===== config.mk =====
export PLATFORM = sky130hd
export DESIGN_NAME = evt_stream_compare_mc
export DESIGN_NICKNAME = d
export VERILOG_FILES = /design/src/rtl/evt_stream_compare_pkg.sv /design/src/rtl/evt_stream_compare_ch.sv /design/src/rtl/evt_stream_compare_mc.sv
export SDC_FILE = /design/constraint.sdc
export NUM_CORES = 1
export LEC_CHECK = 0
export ABC_CLOCK_PERIOD_IN_PS = 9100
export CORE_UTILIZATION = 30
export CTS_CLUSTER_SIZE = 10
export DETAILED_ROUTE_END_ITERATION = 16
export SYNTH_ARGS = -nofsm -noshare
export SYNTH_HDL_FRONTEND = slang
export SYNTH_SLANG_ARGS = --single-unit

===== constraint.sdc =====
create_clock -name clk -period 9.1 [get_ports clk]
set_input_delay 1.82 -clock clk [delete_from_list [all_inputs] [get_ports clk]]
set_output_delay 1.82 -clock clk [all_outputs]
set_load 0.05 [all_outputs]

===== src/rtl/evt_stream_compare_pkg.sv =====
// Shared types and helpers for the multi-channel event-stream checker.
// Channel states, error causes and a width-generic saturating increment.
package evt_stream_compare_pkg;

    typedef enum logic [1:0] {
        IDLE,
        RUN,
        DONE,
        TOUT
    } state_e;

    typedef enum logic [1:0] {
        MISMATCH,
        STARVE,
        EXTRA
    } err_cause_e;

    localparam int SAT_W = 64;

    // Counters narrower than SAT_W are widened by the caller, then cast back.
    function automatic logic [SAT_W-1:0] sat_inc(
        input logic [SAT_W-1:0] val,
        input int               width
    );
        logic [SAT_W-1:0] max_v;
        max_v = (width >= SAT_W) ? {SAT_W{1'b1}}
                                 : ((SAT_W'(1) << width) - SAT_W'(1));
        return (val >= max_v) ? max_v : val + SAT_W'(1);
    endfunction

endpackage


===== src/rtl/evt_stream_compare_ch.sv =====
// One checker channel: expected-data FIFO, state machine, watchdog,
// beat/error counters and sticky status.
module evt_stream_compare_ch #(
    parameter int DATA_WIDTH_G = 64,
    parameter int FIFO_DEPTH_G = 16,
    parameter int TIMEOUT_G    = 100000,
    parameter int CNT_WIDTH_G  = 32
) (
    input  logic                    clk,
    input  logic                    srst,
    input  logic                    enable_i,
    input  logic                    clear_i,
    input  logic [DATA_WIDTH_G-1:0] mask_i,
    input  logic                    dut_valid_i,
    input  logic [DATA_WIDTH_G-1:0] dut_data_i,
    input  logic                    dut_last_i,
    input  logic                    ref_valid_i,
    output logic                    ref_ready_o,
    input  logic [DATA_WIDTH_G-1:0] ref_data_i,
    input  logic                    ref_last_i,
    input  logic                    ref_eof_i,
    output logic [CNT_WIDTH_G-1:0]  beat_cnt_o,
    output logic [CNT_WIDTH_G-1:0]  err_cnt_o,
    output logic [CNT_WIDTH_G-1:0]  first_err_idx_o,
    output logic                    error_o,
    output logic                    timeout_o,
    output logic                    end_o
);
    import evt_stream_compare_pkg::*;

    localparam int AW   = $clog2(FIFO_DEPTH_G);
    localparam int LW   = AW + 1;
    localparam int WD_W = (TIMEOUT_G > 1) ? $clog2(TIMEOUT_G + 1) : 1;

    localparam logic [LW-1:0]   FULL_LVL = LW'(FIFO_DEPTH_G);
    localparam logic [WD_W-1:0] WD_MAX   =
        WD_W'((TIMEOUT_G > 0) ? TIMEOUT_G - 1 : 0);

    state_e state_q, state_d;

    logic [DATA_WIDTH_G:0] mem_q [FIFO_DEPTH_G];
    logic [AW-1:0]         wr_ptr_q, wr_ptr_d;
    logic [AW-1:0]         rd_ptr_q, rd_ptr_d;
    logic [LW-1:0]         lvl_q, lvl_d;
    logic                  ready_q, ready_d;
    logic [WD_W-1:0]       wd_q, wd_d;

    logic [CNT_WIDTH_G-1:0] beat_cnt_q, beat_cnt_d;
    logic [CNT_WIDTH_G-1:0] err_cnt_q, err_cnt_d;
    logic [CNT_WIDTH_G-1:0] fidx_q, fidx_d;
    logic                   seen_q, seen_d;
    logic                   error_q, error_d;
    logic                   tout_q, tout_d;
    logic                   end_q, end_d;

    logic                  empty, full;
    logic                  push, pop, beat, mis, err, wd_hit;
    logic [DATA_WIDTH_G:0] head;
    err_cause_e            cause;

    assign empty = (lvl_q == '0);
    assign full  = (lvl_q == FULL_LVL);
    assign push  = ref_valid_i & ready_q & ~full;
    assign beat  = dut_valid_i & (state_q != IDLE);
    assign pop   = beat & (state_q == RUN) & ~empty;
    assign head  = mem_q[rd_ptr_q];

    assign mis = (|((dut_data_i ^ head[DATA_WIDTH_G-1:0]) & mask_i))
               | (dut_last_i != head[DATA_WIDTH_G]);

    always_comb begin
        cause = MISMATCH;
        if (state_q != RUN) begin
            cause = EXTRA;
        end else if (empty) begin
            cause = ref_eof_i ? EXTRA : STARVE;
        end
    end

    assign err = beat & ((cause != MISMATCH) | mis);

    assign wd_hit = (TIMEOUT_G != 0) && (wd_q == WD_MAX) && !beat && !push;

    always_comb begin
        state_d = state_q;
        unique case (state_q)
            IDLE: if (enable_i) state_d = RUN;
            RUN: begin
                if (wd_hit) begin
                    state_d = TOUT;
                end else if (ref_eof_i && empty && !beat && !push) begin
                    state_d = DONE;
                end
            end
            default: state_d = state_q;
        endcase
        if (!enable_i) state_d = IDLE;
    end

    always_comb begin
        wd_d = '0;
        if (state_q == RUN && state_d == RUN && !beat && !push) begin
            wd_d = wd_q + WD_W'(1);
        end
    end

    always_comb begin
        wr_ptr_d = wr_ptr_q;
        rd_ptr_d = rd_ptr_q;
        lvl_d    = lvl_q;
        if (clear_i) begin
            wr_ptr_d = '0;
            rd_ptr_d = '0;
            lvl_d    = '0;
        end else begin
            if (push) wr_ptr_d = wr_ptr_q + AW'(1);
            if (pop)  rd_ptr_d = rd_ptr_q + AW'(1);
            unique case ({push, pop})
                2'b10:   lvl_d = lvl_q + LW'(1);
                2'b01:   lvl_d = lvl_q - LW'(1);
                default: lvl_d = lvl_q;
            endcase
        end
        // Ready tracks the post-update level so a full FIFO never accepts.
        ready_d = (state_d == RUN) && (lvl_d != FULL_LVL);
    end

    always_comb begin
        beat_cnt_d = beat_cnt_q;
        err_cnt_d  = err_cnt_q;
        fidx_d     = fidx_q;
        seen_d     = seen_q;
        error_d    = error_q;
        tout_d     = tout_q;
        if (clear_i) begin
            beat_cnt_d = '0;
            err_cnt_d  = '0;
            fidx_d     = '0;
            seen_d     = 1'b0;
            error_d    = 1'b0;
            tout_d     = 1'b0;
        end else begin
            if (beat) begin
                beat_cnt_d = CNT_WIDTH_G'(sat_inc(SAT_W'(beat_cnt_q),
                                                  CNT_WIDTH_G));
            end
            if (err) begin
                err_cnt_d = CNT_WIDTH_G'(sat_inc(SAT_W'(err_cnt_q),
                                                 CNT_WIDTH_G));
                error_d   = 1'b1;
                if (!seen_q) begin
                    fidx_d = beat_cnt_q;
                    seen_d = 1'b1;
                end
            end
            if (state_q == RUN && state_d == TOUT) tout_d = 1'b1;
        end
        end_d = (state_d == DONE) || (state_d == TOUT);
    end

    always_ff @(posedge clk) begin
        if (srst) begin
            state_q    <= IDLE;
            wr_ptr_q   <= '0;
            rd_ptr_q   <= '0;
            lvl_q      <= '0;
            ready_q    <= 1'b0;
            wd_q       <= '0;
            beat_cnt_q <= '0;
            err_cnt_q  <= '0;
            fidx_q     <= '0;
            seen_q     <= 1'b0;
            error_q    <= 1'b0;
            tout_q     <= 1'b0;
            end_q      <= 1'b0;
        end else begin
            state_q    <= state_d;
            wr_ptr_q   <= wr_ptr_d;
            rd_ptr_q   <= rd_ptr_d;
            lvl_q      <= lvl_d;
            ready_q    <= ready_d;
            wd_q       <= wd_d;
            beat_cnt_q <= beat_cnt_d;
            err_cnt_q  <= err_cnt_d;
            fidx_q     <= fidx_d;
            seen_q     <= seen_d;
            error_q    <= error_d;
            tout_q     <= tout_d;
            end_q      <= end_d;
        end
    end

    always_ff @(posedge clk) begin
        if (push) mem_q[wr_ptr_q] <= {ref_last_i, ref_data_i};
    end

    assign ref_ready_o     = ready_q;
    assign beat_cnt_o      = beat_cnt_q;
    assign err_cnt_o       = err_cnt_q;
    assign first_err_idx_o = fidx_q;
    assign error_o         = error_q;
    assign timeout_o       = tout_q;
    assign end_o           = end_q;

endmodule


===== src/rtl/evt_stream_compare_mc.sv =====
// Multi-channel event-stream checker: one evt_stream_compare_ch per channel,
// with per-channel bus slicing and combined sticky/end status.
module evt_stream_compare_mc #(
    parameter int DATA_WIDTH_G = 64,
    parameter int CH_NB_G      = 1,
    parameter int FIFO_DEPTH_G = 16,
    parameter int TIMEOUT_G    = 100000,
    parameter int CNT_WIDTH_G  = 32
) (
    input  logic                            clk,
    input  logic                            srst,
    input  logic                            enable_i,
    input  logic                            clear_i,
    input  logic [DATA_WIDTH_G-1:0]         mask_i,
    input  logic [CH_NB_G-1:0]              dut_valid_i,
    input  logic [CH_NB_G*DATA_WIDTH_G-1:0] dut_data_i,
    input  logic [CH_NB_G-1:0]              dut_last_i,
    input  logic [CH_NB_G-1:0]              ref_valid_i,
    output logic [CH_NB_G-1:0]              ref_ready_o,
    input  logic [CH_NB_G*DATA_WIDTH_G-1:0] ref_data_i,
    input  logic [CH_NB_G-1:0]              ref_last_i,
    input  logic [CH_NB_G-1:0]              ref_eof_i,
    output logic [CH_NB_G*CNT_WIDTH_G-1:0]  beat_cnt_o,
    output logic [CH_NB_G*CNT_WIDTH_G-1:0]  err_cnt_o,
    output logic [CH_NB_G*CNT_WIDTH_G-1:0]  first_err_idx_o,
    output logic                            stat_error_o,
    output logic                            stat_timeout_o,
    output logic                            stat_end_o
);
    import evt_stream_compare_pkg::*;

    localparam int DW = DATA_WIDTH_G;
    localparam int CW = CNT_WIDTH_G;

    logic [CH_NB_G-1:0] err_v;
    logic [CH_NB_G-1:0] tout_v;
    logic [CH_NB_G-1:0] end_v;

    for (genvar g = 0; g < CH_NB_G; g++) begin : g_ch
        evt_stream_compare_ch #(
            .DATA_WIDTH_G (DATA_WIDTH_G),
            .FIFO_DEPTH_G (FIFO_DEPTH_G),
            .TIMEOUT_G    (TIMEOUT_G),
            .CNT_WIDTH_G  (CNT_WIDTH_G)
        ) u_ch (
            .clk             (clk),
            .srst            (srst),
            .enable_i        (enable_i),
            .clear_i         (clear_i),
            .mask_i          (mask_i),
            .dut_valid_i     (dut_valid_i[g]),
            .dut_data_i      (dut_data_i[g*DW +: DW]),
            .dut_last_i      (dut_last_i[g]),
            .ref_valid_i     (ref_valid_i[g]),
            .ref_ready_o     (ref_ready_o[g]),
            .ref_data_i      (ref_data_i[g*DW +: DW]),
            .ref_last_i      (ref_last_i[g]),
            .ref_eof_i       (ref_eof_i[g]),
            .beat_cnt_o      (beat_cnt_o[g*CW +: CW]),
            .err_cnt_o       (err_cnt_o[g*CW +: CW]),
            .first_err_idx_o (first_err_idx_o[g*CW +: CW]),
            .error_o         (err_v[g]),
            .timeout_o       (tout_v[g]),
            .end_o           (end_v[g])
        );
    end

    assign stat_error_o   = |err_v;
    assign stat_timeout_o = |tout_v;
    assign stat_end_o     = &end_v;

endmodule


==> impl_results.md, run 1 <==
* Status: complete, no violations
* Reg-to-Reg End: g_ch[0].u_ch.err_cnt_o[13]
* TritonCTS clock tree: built
* Flop pwr share at 52.4%
* Reported leakage power at 17.4 nW
* RSZ-0062 raised after global routing: false
* Clock Tree Root: clkbuf_16
* Post-synthesis compound-gate area fraction at 5.17%
* Skew final at 0.0571 ns
* Setup slack, reg-to-reg at roughly 3.3 ns
* DR pass1 iterations at 7
* Clock sinks at between 1000 and 1500
* Dominant synthesized flop cell: edfxtp_1
* Worst-Margin Slew at 1.24 ns
* Area contributors post-synth: edfxtp_1, mux4_2, dfxtp_1
* Final Hold Violating Endpoints at 0
* Post-cts resize count at 0
* Synth Area in XOR/XNOR at 2.17%
* Non-Filler Instances at 5277
* P_sw at 0.00236 W
* Adder-cell share of the synthesized area at 0.287%
* Switch share at 21.0%
* DRC at 0
* Achievable frequency at 0.171 GHz
* Gpl congestion at 0.793
* Fin Setup TNS at 0 ns
* First-pass GRT wire length at between 150 and 200 mm
* CTS Buf Count at 139
* Final hold slack at 0.458 ns
* Routed WL per cell at 25.9 um
* Hpwl dp at around 84 mm
* Syn nets at 3007
* Starting DRT DRC Count at 2457
* Worst-Skew Late Latency at 0.77 ns
* Vias at 27300
* Grt ovf at 0
* Hold EP: g_ch[0].u_ch.wd_q[0]
* CTS clock-pin slew for the worst setup and hold paths at about 0.06 ns
* Mapped cell area at roughly 0.048 sq mm
* GR Util All Layers at between 10% and 20%
* CP max stage cell: a221oi_1
* Placed Instances at 5082
* IO buf count at 300
* Hold Path Cell Cnt at 1
* Pin count of the biggest net entering global routing at 84
* FP Rows at between 100 and 150
* Core ar. at ~0.16 sq mm
* Drt total wl at 137 mm
* VDD IR max at 0.183 mV
* Setup Fix Bufs, Post-CTS at 0
* Clock share of power at 44.7%
* Number of flops mapped to enable cells by yosys at 1040
* Synth async-reset ratio at 0%
* Max clock buf depth at 3
* Normalized max-slew margin at 16.9%
* Most common cell type on the critical path: buf_4
* Top Family by Delay on Critical Path: compound AO/OA/AOI/OAI gates
* Area grow syn2layout at 19.6%
* Crit-path max FO at 38
* Worst path required time at 9.75 ns
* Hold_buf cts at 0
* WP data arrival at between 6 and 7 ns
* Final Max Slew Viols at 0
* Pwr Density at between 150 and 200 mW/mm^2
* Layout cell share with drive strength beyond 1 at ~14%
* Min Tclk post-route at a little under 6 ns
* Mux share of post-synthesis cell area at 14.0%
* Crit. End Element: flip-flop
* Final setup fails at 0
* Post-route ant nets at 0
* Total power at 0.0112 W
* Hold crit path type: reg2reg
* Share of the synthesized area in the top cell type at 65.1%
* Simple-gate share of the synthesized area at 5.55%
* CP peak stage delay at 0.80 ns
* CP startpoint kind: flip-flop
* Critical path buffers and inverters at 3
* IO Count at ~300
* Vias in the first global route at 26800
* Unique masters post-synth at 81
* Die X at 402 um
* Yosys reg bits at 1176
* Util after Layout at 36.2%
* MaxCap Viol Count at 0
* Die Span Y at 402 um
* Crit share post-route at 64.2%
* Cells along the critical path: buf_4 > nor2b_1 > buf_4 > a22o_1 > a221oi_1 > xnor2_1 > a22o_1 > a221oi_1 > o2111a_1 > and3_4 > nor3_1 > buf_4 > a311oi_1
* Full die area at 0.161 sq mm
* Main combinational cell family by area after synthesis: multiplexers
* Logic gate share of total power at under 10%
* Yosys Warn Count at 0
* H-tree levels at 4
* Syn_area_per_cell at 17.2 sq um
* Nets at about 3400
* Starting density of the core at 30.2%
* Initial antenna violation count at 40
* Min-delay src: g_ch[0].u_ch.wd_q[0]
* Crit Path Class: reg2reg
* Mapped Cells at ~2800
* Reg2Reg Depth at 13
* Sequential area share after synthesis at 70.8%
* Via-per-instance ratio at 5.18
* P_int at slightly below 0.009 W
* Largest area contributor in the netlist: edfxtp_1
[per-layer routing]
layer / up-vias / part of all wire (%) / GRT usage [%]
met5: - / 0.16 / 0
met1: 14200 / 42 / 22.1
li1: 11900 / - / -
met2: 976 / 48 / 27.1
met4: 36 / 2.2 / 4.25
met3: 206 / 7.8 / 4.32
[registers in the layout (all words and copies together), names as in the netlist, 4 cells and up, named ones only]
signal and cells:
g_ch.u_ch.lvl_q 5, g_ch.u_ch.wr_ptr_q 4, g_ch.u_ch.mem_q 1040, g_ch.u_ch.err_cnt_o 32, g_ch.u_ch.first_err_idx_o 32, g_ch.u_ch.beat_cnt_o 32, g_ch.u_ch.rd_ptr_q 4, g_ch.u_ch.wd_q 17
[power groups by stage]
stage	sequential [W]	combinational (W)	clock [W]
after floorplan	0.00600	0.0000934	0
after global placement	0.00600	0.000326	0
after detailed placement	0.00600	0.000331	0
after CTS	0.00589	0.000332	0.00513
after global routing	0.00588	0.000352	0.00532
final	0.00589	0.000330	0.00502
[cell usage after synthesis, drive strengths merged, types with 4 or more instances]
master,n
a2111oi,5
a211oi,15
a21oi,97
a221oi,17
a22o,14
a22oi,65
a311oi,13
a31oi,25
a32oi,6
a41oi,11
and2,18
and3,37
buf,87
clkbuf,61
dfxtp,136
edfxtp,1040
ha,11
inv,21
mux2,8
mux2i,251
mux4,181
nand2,104
nand2b,21
nand3,104
nand3b,13
nand4,30
nor2,114
nor2b,17
nor3,20
nor3b,5
nor4,8
o2111ai,4
o21a,6
o21ai,48
o22ai,6
o32ai,6
or2,4
or4,4
xnor2,73
xor2,46
[cell type report]
| type | instances | area (sq um) |
|---|---|---|
| Sequential cell | 1176 | 34000 |
| Tap cell | 2072 | 2590 |
| Clock buffer | 165 | 3620 |
| Multi-Input combinational cell | 1450 | 13200 |
| Clock inverter | 20 | 353 |
| Inverter | 21 | 78.8 |
| Antenna cell | 10 | 25.0 |
| Fill cell | 14700 | 101000 |
| Timing Repair Buffer | 363 | 3580 |
[metrics by stage]
step	cell area (sq um)	setup slack, ns
CTS	57300	3.23
detailed placement	53400	3.17
global route	57300	2.94
finish	57400	3.26
global placement	53400	3.24
floorplan	48000	1.67
[worst max-delay path by stage]
stage                              start                         end  cells after the start
after global routing           flip-flop   g_ch[0].u_ch.err_cnt_o[7]                     13
after detailed placement  dut_data_i[31]  g_ch[0].u_ch.err_cnt_o[13]                     11
after global placement         flip-flop  g_ch[0].u_ch.err_cnt_o[13]                     13
after floorplan              ref_valid_i    g_ch[0].u_ch.mem_q[3][0]                      4
final                          flip-flop  g_ch[0].u_ch.err_cnt_o[13]                     13
after CTS                      flip-flop  g_ch[0].u_ch.err_cnt_o[13]                     13
[cells in the final DEF (no fill, tap or decap), drive strengths merged, types with 6 or more instances in the layout]
master,instances
o32ai,6
mux2,8
nand3b,13
mux4,181
inv,27
o21ai,48
nand2b,21
nor4,8
nand2,104
a31oi,25
diode,10
a311oi,13
buf,63
clkinv,12
a211oi,15
nand4,30
ha,11
edfxtp,1040
a21oi,97
a22o,14
dfxtp,136
a32oi,6
nor2b,17
o21a,6
and3,37
xnor2,73
nor3,20
xor2,46
o22ai,6
nor2,114
clkbuf,165
mux2i,251
clkdlybuf4s50,300
a221oi,17
a41oi,11
a22oi,65
nand3,104
and2,18
[cell families after synthesis]
kind of cell | Yosys count
AO/OA/AOI/OAI | 359
multiplexers | 440
buffers and inverters | 169
AND/OR/NAND/NOR | 521
XOR/XNOR | 119
adder cells (fa/ha/maj) | 11
flip-flops | 1176
[worst reg2reg max path, cell delays in order (launching register included)]
cell	delay [ns]
dfxtp_4	0.72
buf_4	0.72
nor2b_1	0.28
buf_4	0.29
a22o_1	0.23
a221oi_1	0.80
xnor2_1	0.14
a22o_1	0.28
a221oi_1	0.51
o2111a_1	0.52
and3_4	0.55
nor3_1	0.22
buf_4	0.24
a311oi_1	0.25
(Power assumes the default switching activity.)
==> run 2, diff against run 1 <==
--- a/config.mk
+++ b/config.mk
@@ -5,7 +5,7 @@
 export SDC_FILE = /design/constraint.sdc
 export NUM_CORES = 1
 export LEC_CHECK = 0
-export ABC_CLOCK_PERIOD_IN_PS = 9100
+export ABC_CLOCK_PERIOD_IN_PS = 5650
 export CORE_UTILIZATION = 30
 export CTS_CLUSTER_SIZE = 10
 export DETAILED_ROUTE_END_ITERATION = 16
==> constraint.sdc (replaced) <==
create_clock -name clk -period 5.65 [get_ports clk]
set_input_delay 1.13 -clock clk [delete_from_list [all_inputs] [get_ports clk]]
set_output_delay 1.13 -clock clk [all_outputs]
set_load 0.05 [all_outputs]
==> impl_results.md, run 2 (synthesized netlist as in run 1, its figures left out) <==
* Status: complete, no violations (unchanged)
* Fin Setup TNS at 0 ns (unchanged)
* Vias at 27500 (was 27300)
* Hold crit path type: reg2reg (unchanged)
* Starting density of the core at 30.2% (unchanged)
* H-tree levels at 4 (unchanged)
* Max FFs per register at 1040 (unchanged)
* Min Tclk post-route at 4.73 ns (was 5.84 ns)
* Final Hold Violating Endpoints at 0 (unchanged)
* Normalized max-slew margin at 19.5% (was 16.9%)
* Crit Path Class: reg2reg (unchanged)
* Crit-path max FO at 32 (was 38)
* GR Util All Layers at 16.8% (was 16.7%)
* Pin count of the biggest net entering global routing at 66 (was 84)
* Commonest cells after routing, fill and taps aside: edfxtp_1, clkdlybuf4s50_1, mux2i_1 (unchanged)
* IO Count at 301 (unchanged)
* Vias in the first global route at 27000 (was 26800)
* Hold EP: g_ch[0].u_ch.wd_q[0] (unchanged)
* Most common cell after layout, fill and taps aside: edfxtp_1 (unchanged)
* Setup Fix Bufs, Post-CTS at 0 (unchanged)
* Gpl congestion at 0.818 (was 0.793)
* Hold_buf cts at 0 (unchanged)
* Via-per-instance ratio at 5.18 (about the same)
* WP data arrival at 5.39 ns (was 6.49 ns)
* Max clock buf depth at 3 (unchanged)
* DRC at 0 (unchanged)
* Post-route ant nets at 0 (unchanged)
* Flop pwr share at 52.5% (was 52.4%)
* Grt ovf at 0 (unchanged)
* Achievable frequency at 0.211 GHz (was 0.171 GHz)
* Clock sinks at 1176 (unchanged)
* IO buf count at 300 (unchanged)
* Starting DRT DRC Count at 2390 (was 2457)
* Switch share at 20.6% (was 21.0%)
* Drt total wl at 137 mm (about the same)
* Worst-Margin Slew at 1.21 ns (was 1.24 ns)
* Skew final at 0.0337 ns (was 0.0571 ns)
* FP Rows at 146 (unchanged)
* Layout cell share with drive strength beyond 1 at 15.2% (was 14.4%)
* Logic gate share of total power at 3.0% (was 2.9%)
* P_int at 0.0143 W (was 0.00888 W)
* MaxCap Viol Count at 0 (unchanged)
* Clock share of power at 44.6% (was 44.7%)
* Crit. End Element: flip-flop (unchanged)
* CTS clock-pin slew for the worst setup and hold paths at 0.05 ns (was 0.06 ns)
* Reported leakage power at 17.6 nW (was 17.4 nW)
* CTS Buf Count at 139 (unchanged)
* P_sw at 0.00372 W (was 0.00236 W)
* Crit share post-route at 83.8% (was 64.2%)
* Non-Filler Instances at 5305 (was 5277)
* Final Max Slew Viols at 0 (unchanged)
* Post-cts resize count at 0 (unchanged)
* Setup slack, reg-to-reg at 0.92 ns (was 3.26 ns)
* Die Span Y at 402 um (unchanged)
* Final setup fails at 0 (unchanged)
* GR Util met1 at 21.9% (was 22.1%)
* Min-delay src: g_ch[0].u_ch.wd_q[0] (unchanged)
* RSZ-0062 raised after global routing: false (unchanged)
* Initial antenna violation count at 36 (was 40)
* Reg with most FFs: g_ch.u_ch.mem_q (unchanged)
* DR pass1 iterations at 7 (unchanged)
* Pwr Density at 312 mW/mm^2 (was 196 mW/mm^2)
* CP startpoint kind: flip-flop (unchanged)
* Hpwl dp at 86.4 mm (was 84.4 mm)
* Reg2Reg Depth at 15 (was 13)
* Nets at 3393 (was 3363)
* Worst-Skew Late Latency at 0.76 ns (was 0.77 ns)
* Met3 GRT Util at 5.26% (was 4.32%)
* First-pass GRT wire length at 195 mm (about the same)
* VDD IR max at 0.330 mV (was 0.183 mV)
* Reg-to-Reg End: g_ch[0].u_ch.first_err_idx_o[6] (was g_ch[0].u_ch.err_cnt_o[13])
* TritonCTS clock tree: built (unchanged)
* Core ar. at 0.159 sq mm (unchanged)
* Worst path required time at 6.30 ns (was 9.75 ns)
* Area grow syn2layout at 20.6% (was 19.6%)
* Full die area at 0.161 sq mm (unchanged)
* Hold Path Cell Cnt at 1 (unchanged)
* Routed WL per cell at 25.9 um (about the same)
* Die X at 402 um (unchanged)
* Met2 Use GR at 26.9% (was 27.1%)
* Clock Tree Root: clkbuf_16 (unchanged)
* Placed Instances at 5112 (was 5082)
* GR peak layer: met2 (unchanged)
-- run 2: cell types whose count changed in the layout (fill, tap and decap cells not counted), moves of 2 or more --
cell       previous run  this run
clkinv_16             4         2
buf_12                8        27
nor3_2                4         0
buf_4                55        66
clkbuf_8              2         4
clkbuf_16           140       142
clkinv_1              2         6
nor3_4                0         4
clkbuf_1             23        18
-- run 2: cell type report --
type                            instances  area, sq um
Clock buffer                          164         3680
Tap cell                             2072         2590
Timing Repair Buffer                  393         4040
Clock inverter                         20          274
Inverter                               21         78.8
Fill cell                           14700       101000
Antenna cell                            9         22.5
Sequential cell                      1176        34000
Multi-Input combinational cell       1450        13200
-- run 2: metal layers --
layer,up-vias,share of wire (%)
met3,216,9.1
met2,1083,47
met1,14200,41
met4,44,2.1
met5,-,0.18
li1,11900,-
-- run 2: per-stage QoR --
step	util (%)	setup WS (ns)	cell area [sq um]	hold slack, ns	total power, W
global placement	34.0	0.940	53900	0.443	0.0102
CTS	36.5	0.860	57800	0.472	0.0182
finish	36.5	0.918	57800	0.471	0.0181
global route	36.5	0.548	57800	0.496	0.0186
floorplan	-	0.653	48000	0.426	0.00982
detailed placement	34.0	0.905	53900	0.459	0.0102
-- run 2: worst max path at each step --
stage                                             to        start
floorplan                   g_ch[0].u_ch.mem_q[7][0]  ref_valid_i
global placement    g_ch[0].u_ch.first_err_idx_o[26]    flip-flop
detailed placement   g_ch[0].u_ch.first_err_idx_o[6]    flip-flop
CTS                  g_ch[0].u_ch.first_err_idx_o[6]    flip-flop
global route         g_ch[0].u_ch.first_err_idx_o[3]    flip-flop
finish               g_ch[0].u_ch.first_err_idx_o[6]    flip-flop
-- run 2: critical path: stages, from the launching register on --
cell	delay, ns
dfxtp_4	0.76
buf_12	0.29
buf_4	0.35
mux4_2	0.55
mux2i_1	0.30
mux2i_1	0.13
nor4_1	0.59
nand4_1	0.15
a211oi_1	0.21
buf_4	0.21
and2_1	0.17
and3_4	0.21
buf_4	0.18
buf_12	0.18
o21ai_0	0.09
a21oi_1	0.20
-- run 2: power groups by stage --
stage / logic [W] / clock network, W / registers (W)
after global routing: 0.000575 / 0.00852 / 0.00948
after CTS: 0.000541 / 0.00822 / 0.00948
final: 0.000537 / 0.00805 / 0.00948
after detailed placement: 0.000540 / 0 / 0.00966
after global placement: 0.000532 / 0 / 0.00966
after floorplan: 0.000150 / 0 / 0.00967
